**src/rtl/serial_subtractor_pkg.sv**
```systemverilog
// Shared types for the bit-serial subtractor.
package serial_subtractor_pkg;

    typedef enum logic [1:0] {
        IDLE = 2'd0,
        RUN  = 2'd1,
        DONE = 2'd2
    } state_e;

endpackage

```
**src/rtl/serial_subtractor_if.sv**
```systemverilog
// Operand/result handshake bundle; slave is the subtractor, master the producer/consumer.
interface serial_subtractor_if #(
    parameter int WIDTH = 8
);
    logic             in_valid_i;
    logic             in_ready_o;
    logic [WIDTH-1:0] a_i;
    logic [WIDTH-1:0] b_i;
    logic             out_valid_o;
    logic             out_ready_i;
    logic [WIDTH-1:0] d_o;
    logic             borrow_o;
    logic             overflow_o;

    modport slave (
        input  in_valid_i, a_i, b_i, out_ready_i,
        output in_ready_o, out_valid_o, d_o, borrow_o, overflow_o
    );

    modport master (
        output in_valid_i, a_i, b_i, out_ready_i,
        input  in_ready_o, out_valid_o, d_o, borrow_o, overflow_o
    );
endinterface

```
**src/rtl/serial_subtractor_full_subtractor.sv**
```systemverilog
// One-bit full subtractor: c_i/c_o carry the borrow.
module full_subtractor (
    input  logic a_i,
    input  logic b_i,
    input  logic c_i,
    output logic s_o,
    output logic c_o
);
    assign s_o = a_i ^ b_i ^ c_i;
    assign c_o = (~a_i & b_i) | (~(a_i ^ b_i) & c_i);
endmodule

```
**src/rtl/serial_subtractor.sv**
```systemverilog
// Bit-serial D = A - B, LSB first, one bit per clock through a single full_subtractor.
module serial_subtractor
    import serial_subtractor_pkg::*;
#(
    parameter int WIDTH = 8
) (
    input  logic                 clk_i,
    input  logic                 rst_ni,
    serial_subtractor_if.slave   bus
);
    localparam int CW = (WIDTH > 1) ? $clog2(WIDTH) : 1;

    state_e           r_state;
    state_e           w_state_next;
    logic [WIDTH-1:0] r_a_sr;
    logic [WIDTH-1:0] r_b_sr;
    logic [WIDTH-1:0] r_d_sr;
    logic [CW-1:0]    r_cnt;
    logic             r_borrow;
    logic             r_a_msb;
    logic             r_b_msb;
    logic             w_accept;
    logic             w_run;
    logic             w_last;
    logic             w_diff;
    logic             w_bout;

    full_subtractor u_cell (
        .a_i (r_a_sr[0]),
        .b_i (r_b_sr[0]),
        .c_i (r_borrow),
        .s_o (w_diff),
        .c_o (w_bout)
    );

    assign w_accept = (r_state == IDLE) && bus.in_valid_i;
    assign w_run    = (r_state == RUN);
    assign w_last   = (r_cnt == CW'(WIDTH - 1));

    always_ff @(posedge clk_i or negedge rst_ni) begin
        if (!rst_ni) begin
            r_state <= IDLE;
        end else begin
            r_state <= w_state_next;
        end
    end

    always_comb begin
        w_state_next    = r_state;
        bus.in_ready_o  = 1'b0;
        bus.out_valid_o = 1'b0;
        bus.d_o         = '0;
        bus.borrow_o    = 1'b0;
        bus.overflow_o  = 1'b0;
        case (r_state)
            IDLE: begin
                bus.in_ready_o = 1'b1;
                if (bus.in_valid_i) w_state_next = RUN;
            end
            RUN: begin
                if (w_last) w_state_next = DONE;
            end
            DONE: begin
                bus.out_valid_o = 1'b1;
                bus.d_o         = r_d_sr;
                bus.borrow_o    = r_borrow;
                // Signed overflow: operand signs differ and the result sign disagrees with A.
                bus.overflow_o  = (r_a_msb != r_b_msb) && (r_d_sr[WIDTH-1] != r_a_msb);
                if (bus.out_ready_i) w_state_next = IDLE;
            end
            default: w_state_next = IDLE;
        endcase
    end

    always_ff @(posedge clk_i or negedge rst_ni) begin
        if (!rst_ni) begin
            r_a_sr   <= '0;
            r_b_sr   <= '0;
            r_d_sr   <= '0;
            r_cnt    <= '0;
            r_borrow <= 1'b0;
            r_a_msb  <= 1'b0;
            r_b_msb  <= 1'b0;
        end else if (w_accept) begin
            r_a_sr   <= bus.a_i;
            r_b_sr   <= bus.b_i;
            r_d_sr   <= '0;
            r_cnt    <= '0;
            r_borrow <= 1'b0;
            r_a_msb  <= bus.a_i[WIDTH-1];
            r_b_msb  <= bus.b_i[WIDTH-1];
        end else if (w_run) begin
            r_a_sr   <= r_a_sr >> 1;
            r_b_sr   <= r_b_sr >> 1;
            r_d_sr   <= {w_diff, r_d_sr[WIDTH-1:1]};
            r_borrow <= w_bout;
            // Counter parks at WIDTH-1 rather than wrapping.
            if (!w_last) r_cnt <= r_cnt + CW'(1);
        end
    end

endmodule

```
**src/flat_wrapper.sv**
```systemverilog
// flat-port wrapper written by rule: the top's interface ports become plain ports
module serial_subtractor_flat import serial_subtractor_pkg::*;
#(
    parameter int WIDTH = 8
)
  (clk_i, rst_ni, bus_in_valid_i, bus_a_i, bus_b_i, bus_out_ready_i, bus_in_ready_o, bus_out_valid_o, bus_d_o, bus_borrow_o, bus_overflow_o);
  serial_subtractor_if #(.WIDTH(WIDTH)) bus_i ();
  input  logic clk_i;
  input  logic rst_ni;
  input wire logic [$bits(bus_i.in_valid_i)-1:0] bus_in_valid_i;
  input wire logic [$bits(bus_i.a_i)-1:0] bus_a_i;
  input wire logic [$bits(bus_i.b_i)-1:0] bus_b_i;
  input wire logic [$bits(bus_i.out_ready_i)-1:0] bus_out_ready_i;
  output wire logic [$bits(bus_i.in_ready_o)-1:0] bus_in_ready_o;
  output wire logic [$bits(bus_i.out_valid_o)-1:0] bus_out_valid_o;
  output wire logic [$bits(bus_i.d_o)-1:0] bus_d_o;
  output wire logic [$bits(bus_i.borrow_o)-1:0] bus_borrow_o;
  output wire logic [$bits(bus_i.overflow_o)-1:0] bus_overflow_o;
  assign bus_i.in_valid_i = bus_in_valid_i;
  assign bus_i.a_i = bus_a_i;
  assign bus_i.b_i = bus_b_i;
  assign bus_i.out_ready_i = bus_out_ready_i;
  assign bus_in_ready_o = bus_i.in_ready_o;
  assign bus_out_valid_o = bus_i.out_valid_o;
  assign bus_d_o = bus_i.d_o;
  assign bus_borrow_o = bus_i.borrow_o;
  assign bus_overflow_o = bus_i.overflow_o;
  serial_subtractor #(.WIDTH(WIDTH)) u_core (.clk_i(clk_i), .rst_ni(rst_ni), .bus(bus_i));
endmodule
```
**config.mk**
```make
export PLATFORM = sky130hd
export DESIGN_NAME = serial_subtractor_flat
export DESIGN_NICKNAME = d
export VERILOG_FILES = /design/src/rtl/serial_subtractor_pkg.sv /design/src/rtl/serial_subtractor_if.sv /design/src/rtl/serial_subtractor_full_subtractor.sv /design/src/rtl/serial_subtractor.sv /design/src/flat_wrapper.sv
export SDC_FILE = /design/constraint.sdc
export NUM_CORES = 1
export LEC_CHECK = 0
export ABC_AREA = 1
export CELL_PAD_IN_SITES_DETAIL_PLACEMENT = 2
export CELL_PAD_IN_SITES_GLOBAL_PLACEMENT = 2
export CORE_ASPECT_RATIO = 0.5
export CORE_UTILIZATION = 25
export DETAILED_ROUTE_END_ITERATION = 8
export PLACE_DENSITY = 0.76
export RECOVER_POWER = 25
export REMOVE_ABC_BUFFERS = 1
export SYNTH_ARGS = -nofsm -noshare
export SYNTH_HDL_FRONTEND = slang
export SYNTH_SLANG_ARGS = --single-unit
export TNS_END_PERCENT = 20
```
**constraint.sdc**
```tcl
create_clock -name clk_i -period 1.3 [get_ports clk_i]
set_input_delay 0.325 -clock clk_i [delete_from_list [all_inputs] [get_ports clk_i]]
set_output_delay 0.325 -clock clk_i [all_outputs]
set_load 0.02 [all_outputs]
```
======== Word level (Yosys, flattened, before mapping) ========
Index checks and enable logic that the tools add are counted.
cells by class
  shifts and indexed selects .............. 0
  eq/ne operators ......................... 9
  mux-type cells .......................... 20
  $mul .................................... 0
  reduce and logical (&&, ||, !) cells .... 6
  $lt $le $gt $ge ......................... 0
  bitwise logic cells ..................... 7
  $add $sub $neg .......................... 1
  div/mod/pow operators ................... 0
operator list
  operator                                                                  number
  8-bit two-way mux                                                         7
  3-bit two-way mux                                                         3
  1-bit two-way mux                                                         6
  2-bit two-way mux                                                         3
  2-bit inequality test (second input constant)                             3
  2-bit one-hot mux with 3 select lines                                     1
  3-bit by 1-bit adder with 3-bit output (second input constant)            1
  3-bit equality test (second input constant)                               1
  3-bit AND reduction                                                       1
  1-bit bitwise AND                                                         2
  2-bit by 1-bit equality test with 1-bit output (second input constant)    1
  2-bit equality test (second input constant)                               1
  1-bit logical AND                                                         2
  2-bit zero test                                                           1
  1-bit inequality test                                                     2
  2-bit by 1-bit inequality test with 1-bit output (second input constant)  1
  1-bit NOT                                                                 2
  2-bit AND reduction                                                       1
  2-bit nonzero test                                                        1
  1-bit bitwise XOR                                                         2
  1-bit OR                                                                  1
word-level totals
  RAM bits ................................ 0
  bits in read-only memories .............. 0
  latch bits .............................. 0
  bits in registers ....................... 32
  memories ................................ 0
  output and inout port bits .............. 12

======== Longest topological paths before layout ========
  depth in word-level cells ............... 6
  depth in mapped cells ................... 7

======== By module ========
A second synthesis with hierarchy kept.
second synthesis, totals
  cells, all modules ...................... 178
  area, all modules ....................... 1501.4 um^2
modules (own cells, without submodules)
  module             instances  area each (um^2)  cells each
  serial_subtractor  1          1470.2            174
  full_subtractor    1          31.3              4

======== Least setup slack after synthesis ========
Ideal clock, no wire load.
  kind .................................... register to output
  from .................................... register u_core.r_state[0]
  to ...................................... output bus_borrow_o
  arrival time ............................ 1.197 ns
  cell stages (with the launch flop) ...... 5
  setup slack ............................. -0.222 ns
  data required time ...................... 0.975 ns
  path buffers ............................ 1
  cells stage by stage .................... dfrtp_1 > buf_6 > nor2_2 > inv_2 > nor2_1
between the ends
  longest elaborated chain between the ends .. 2
ends and longest elaborated chain
  what                    line                     text
  start, declared         serial_subtractor.sv:13  state_e r_state;
  start signal, assigned  serial_subtractor.sv:44  r_state <= w_state_next;
  2-bit equality test     serial_subtractor.sv:55  case (r_state)
  1-bit two-way mux       serial_subtractor.sv:55
  end, declared           flat_wrapper.sv:17       output wire logic [$bits(bus_i.borrow_o)-1:0] bus_borrow_o;
No other way between the ends.

======== Worst setup path after layout ========
  from .................................... register u_core.r_state[1]
  to ...................................... output bus_out_valid_o
between the ends
  longest elaborated chain between the ends .. 2
ends and longest elaborated chain
  what                 line                     text
  2-bit equality test  serial_subtractor.sv:55
  1-bit two-way mux    serial_subtractor.sv:55
  end, declared        flat_wrapper.sv:15       output wire logic [$bits(bus_i.out_valid_o)-1:0] bus_out_valid_o;
No other way between the ends.

==> impl_metrics.tcl <==
set metrics [dict create \
    status "complete, but fails checks" \
    violations "negative setup slack" \
    period_share 1.28 \
    holdWs_ps 490 \
    synthToLayoutAreaGrowth_pct 47.5 \
    async_flop_share 1.00 \
    ys.flop_type "dfrtp_1" \
    synth_area_leaders "dfrtp_1 49%, nand2_1 17%, nand3_1 9.8%" \
    cts-root-buf "clkbuf_16" \
    finalWorstSetupSlack_ps -363 \
    tightestPinTransition_ps 752 \
    ios 32 \
    synth.ff_latch_count 32 \
    die_h_um 59.1 \
    required_ps 980 \
    diodes 0 \
    cp-start-kind "flop" \
    crit_buf_inv 5 \
    yosys.area_share.simple 0.309 \
    dp_slack_ps -425 \
    synth_cells 210 \
    grt_pass1_vias 1706 \
    synth_cell_types 20 \
    final_core_util 0.389 \
    worstPathMaxFanout 3 \
    drc_errors 0 \
    die_area_um2 6870 \
    fillers 693 \
    fmax_mhz 601 \
    power_leakage_nw 1.20 \
    yosys-top-cells-count "72 x nand2_1, 32 x dfrtp_1, 32 x nand3_1, 28 x inv_1, 10 x nor2_1" \
    slew_headroom 0.499 \
    clk_pin_slew_worst_paths_ps 50 \
    grt_util_all_layers 0.174 \
    routed_via_density 4.50 \
    synth_top_family_by_area "simple AND/OR/NAND/NOR gates" \
    crit_slowest_cell "dfrtp_1" \
    min_period_ps 1660 \
    io_buffers 31 \
    grt_pass1_wl_mm 8.69 \
    slew_viol_final 0 \
    post_drt_wl_per_cell_um 16.3 \
    drtIter0Drc 46 \
    core_area_um2 6180 \
    powerDensity_nw_per_um2 2220 \
    detail-route-antenna-nets 0 \
    netlist_area_um2 1630 \
    clock_latency_ps 280 \
    p_total_w 0.00534 \
    drv_cap 0 \
    crit_type "flop to output port" \
    die_w_um 116 \
    htreeDepth 2 \
    synth-seq-area-share 0.491 \
    hp-class "flop to flop" \
    cts_sinks 32 \
    synthAdderAreaFrac 0.0276 \
    rrSetupSlack_ps -180 \
    cts_inserted_buffers 5 \
    setup_viol 43 \
    drt_wl_total_mm 5.69 \
    cts_buffer_depth 2 \
    synth_top_area_frac 0.491 \
    syn_avg_cell_area_um2 7.77 \
    drt-pass1-iter-count 4 \
    grt_max_degree 33 \
    yosys_warnings 0 \
    hold_violations 0 \
    rsz0062_at_grt "true" \
    synth_xor_area_frac 0 \
    cts.hold.buffers_added 0 \
    initial_utilization 0.264 \
    gpl.final_weighted_congestion 0.685 \
    num_vias 1569 \
    antenna_found_initial 0 \
    fin_nets 283 \
    finalClockSkew_ps 5.65 \
    rows 20 \
    synth_compound_area_frac 0.0567 \
    max_stage_delay_ps 400 \
    path_cells "inv_2 -> nor2_4 -> buf_6 -> buf_4 -> buf_4 -> buf_6" \
    grt.overflow.total 0 \
    tritoncts "yes" \
    synth.area.mux_share 0 \
    layout-drive-gt1-share 0.234 \
    arrival_ps 1340 \
    ir_worst_vdd_uv 560 \
    worst_path_dominant_cell_family "buffers and inverters" \
    yosys.area.top_type "dfrtp_1" \
    critPathCaptureType "output port" \
    yosysMostFrequentCell "nand2_1" \
    hpwl_mm 3.28 \
    synth-edff-count 0 \
]
==> worst register-to-register path: stages, from the launching register on <==
cell	delay, ps
dfrtp_1	410
buf_4	150
buf_6	120
nor2_4	140
buf_12	170
nand2_4	60
buf_12	160
nand2_1	90
nand2_1	60
nand2_1	60
==> metrics by stage <==
step                instance area, um^2  cells  TNS, ps
floorplan                          1560    200    -6920
global placement                   2130    334    -9040
detailed placement                 2130    334   -11150
CTS                                2290    344    -5170
global route                       2410    349    -9890
finish                             2410    349    -7700
==> cells by family after synthesis <==
group | after synthesis
flops | 32
compound gates | 16
fa+ha+maj | 3
simple gates | 119
buf+inv | 40
==> state kept, by name (all words and copies together), names as in the netlist <==
register and flops:
u_core.r_cnt 3, u_core.r_b_msb 1, u_core.r_b_sr 8, u_core.r_a_msb 1, u_core.r_state 2, u_core.r_a_sr 8
u_core.r_d_sr 8, u_core.r_borrow 1
==> per-layer routing <==
| layer | global-route usage | part of all wire | vias to the layer above | routed length [um] |
|---|---|---|---|---|
| met1 | 0.201 | 0.44 | 799 | 2500 |
| li1 | - | - | 752 | - |
| met3 | 0.0399 | 0.017 | 4 | 95 |
| met4 | 0.0659 | 0.011 | 0 | 62 |
| met2 | 0.319 | 0.53 | 14 | 3030 |
| met5 | 0 | 0 | - | 0 |
==> final timing paths <==
check | cells after the start | start | to
worst max-delay path | 6 | u_core.r_state[1]$_DFFE_PN0P_ | bus_out_valid_o
worst min-delay path | 2 | u_core.r_b_sr[5]$_DFFE_PN0P_ | u_core.r_b_sr[5]$_DFFE_PN0P_
worst max register to register | 9 | u_core.r_state[0]$_DFFE_PN0P_ | u_core.r_a_sr[3]$_DFFE_PN0P_
worst min register to register | 2 | u_core.r_b_sr[5]$_DFFE_PN0P_ | u_core.r_b_sr[5]$_DFFE_PN0P_
max in group asynchronous | 2 | rst_ni | u_core.r_cnt[2]$_DFFE_PN0P_
min in group asynchronous | 2 | rst_ni | u_core.r_b_sr[7]$_DFFE_PN0P_
==> layout by cell type (no fill, tap or decap), drive strengths merged <==
cell type and instances:
clkdlybuf4s50 19, o22ai 1, dfrtp 32, fa 1, clkinvlp 1, ha 2
buf 33, nand2 74, nor2 12, a21oi 1, nand3 32, o21ai 14
inv 30, nand4 1, clkbuf 8
==> layout make-up <==
type,count,area (um^2),share of cell area
multi-input cells,138,713,0.296
flip-flops and latches,32,801,0.333
inverters,30,118,0.0489
clock buffers,8,146,0.0608
repair buffers,52,512,0.213
well taps,88,110,0.0457
repair inverters,1,7.51,0.00312
==> report_power, final <==
group          internal (W)  switching (W)  total [W]
registers           0.00145       0.000314    0.00177
clock network      0.000763       0.000418    0.00118
logic              0.000973        0.00141    0.00239
total               0.00319        0.00215    0.00534
==> repair_timing <==
item,in CTS,in global routing
gates cloned,1,0
gates resized for setup,63,36
setup buffers,1,5
endpoints found under the setup margin,43,44
pin swaps,2,3
Note: power is estimated with default switching activity, not from simulation.
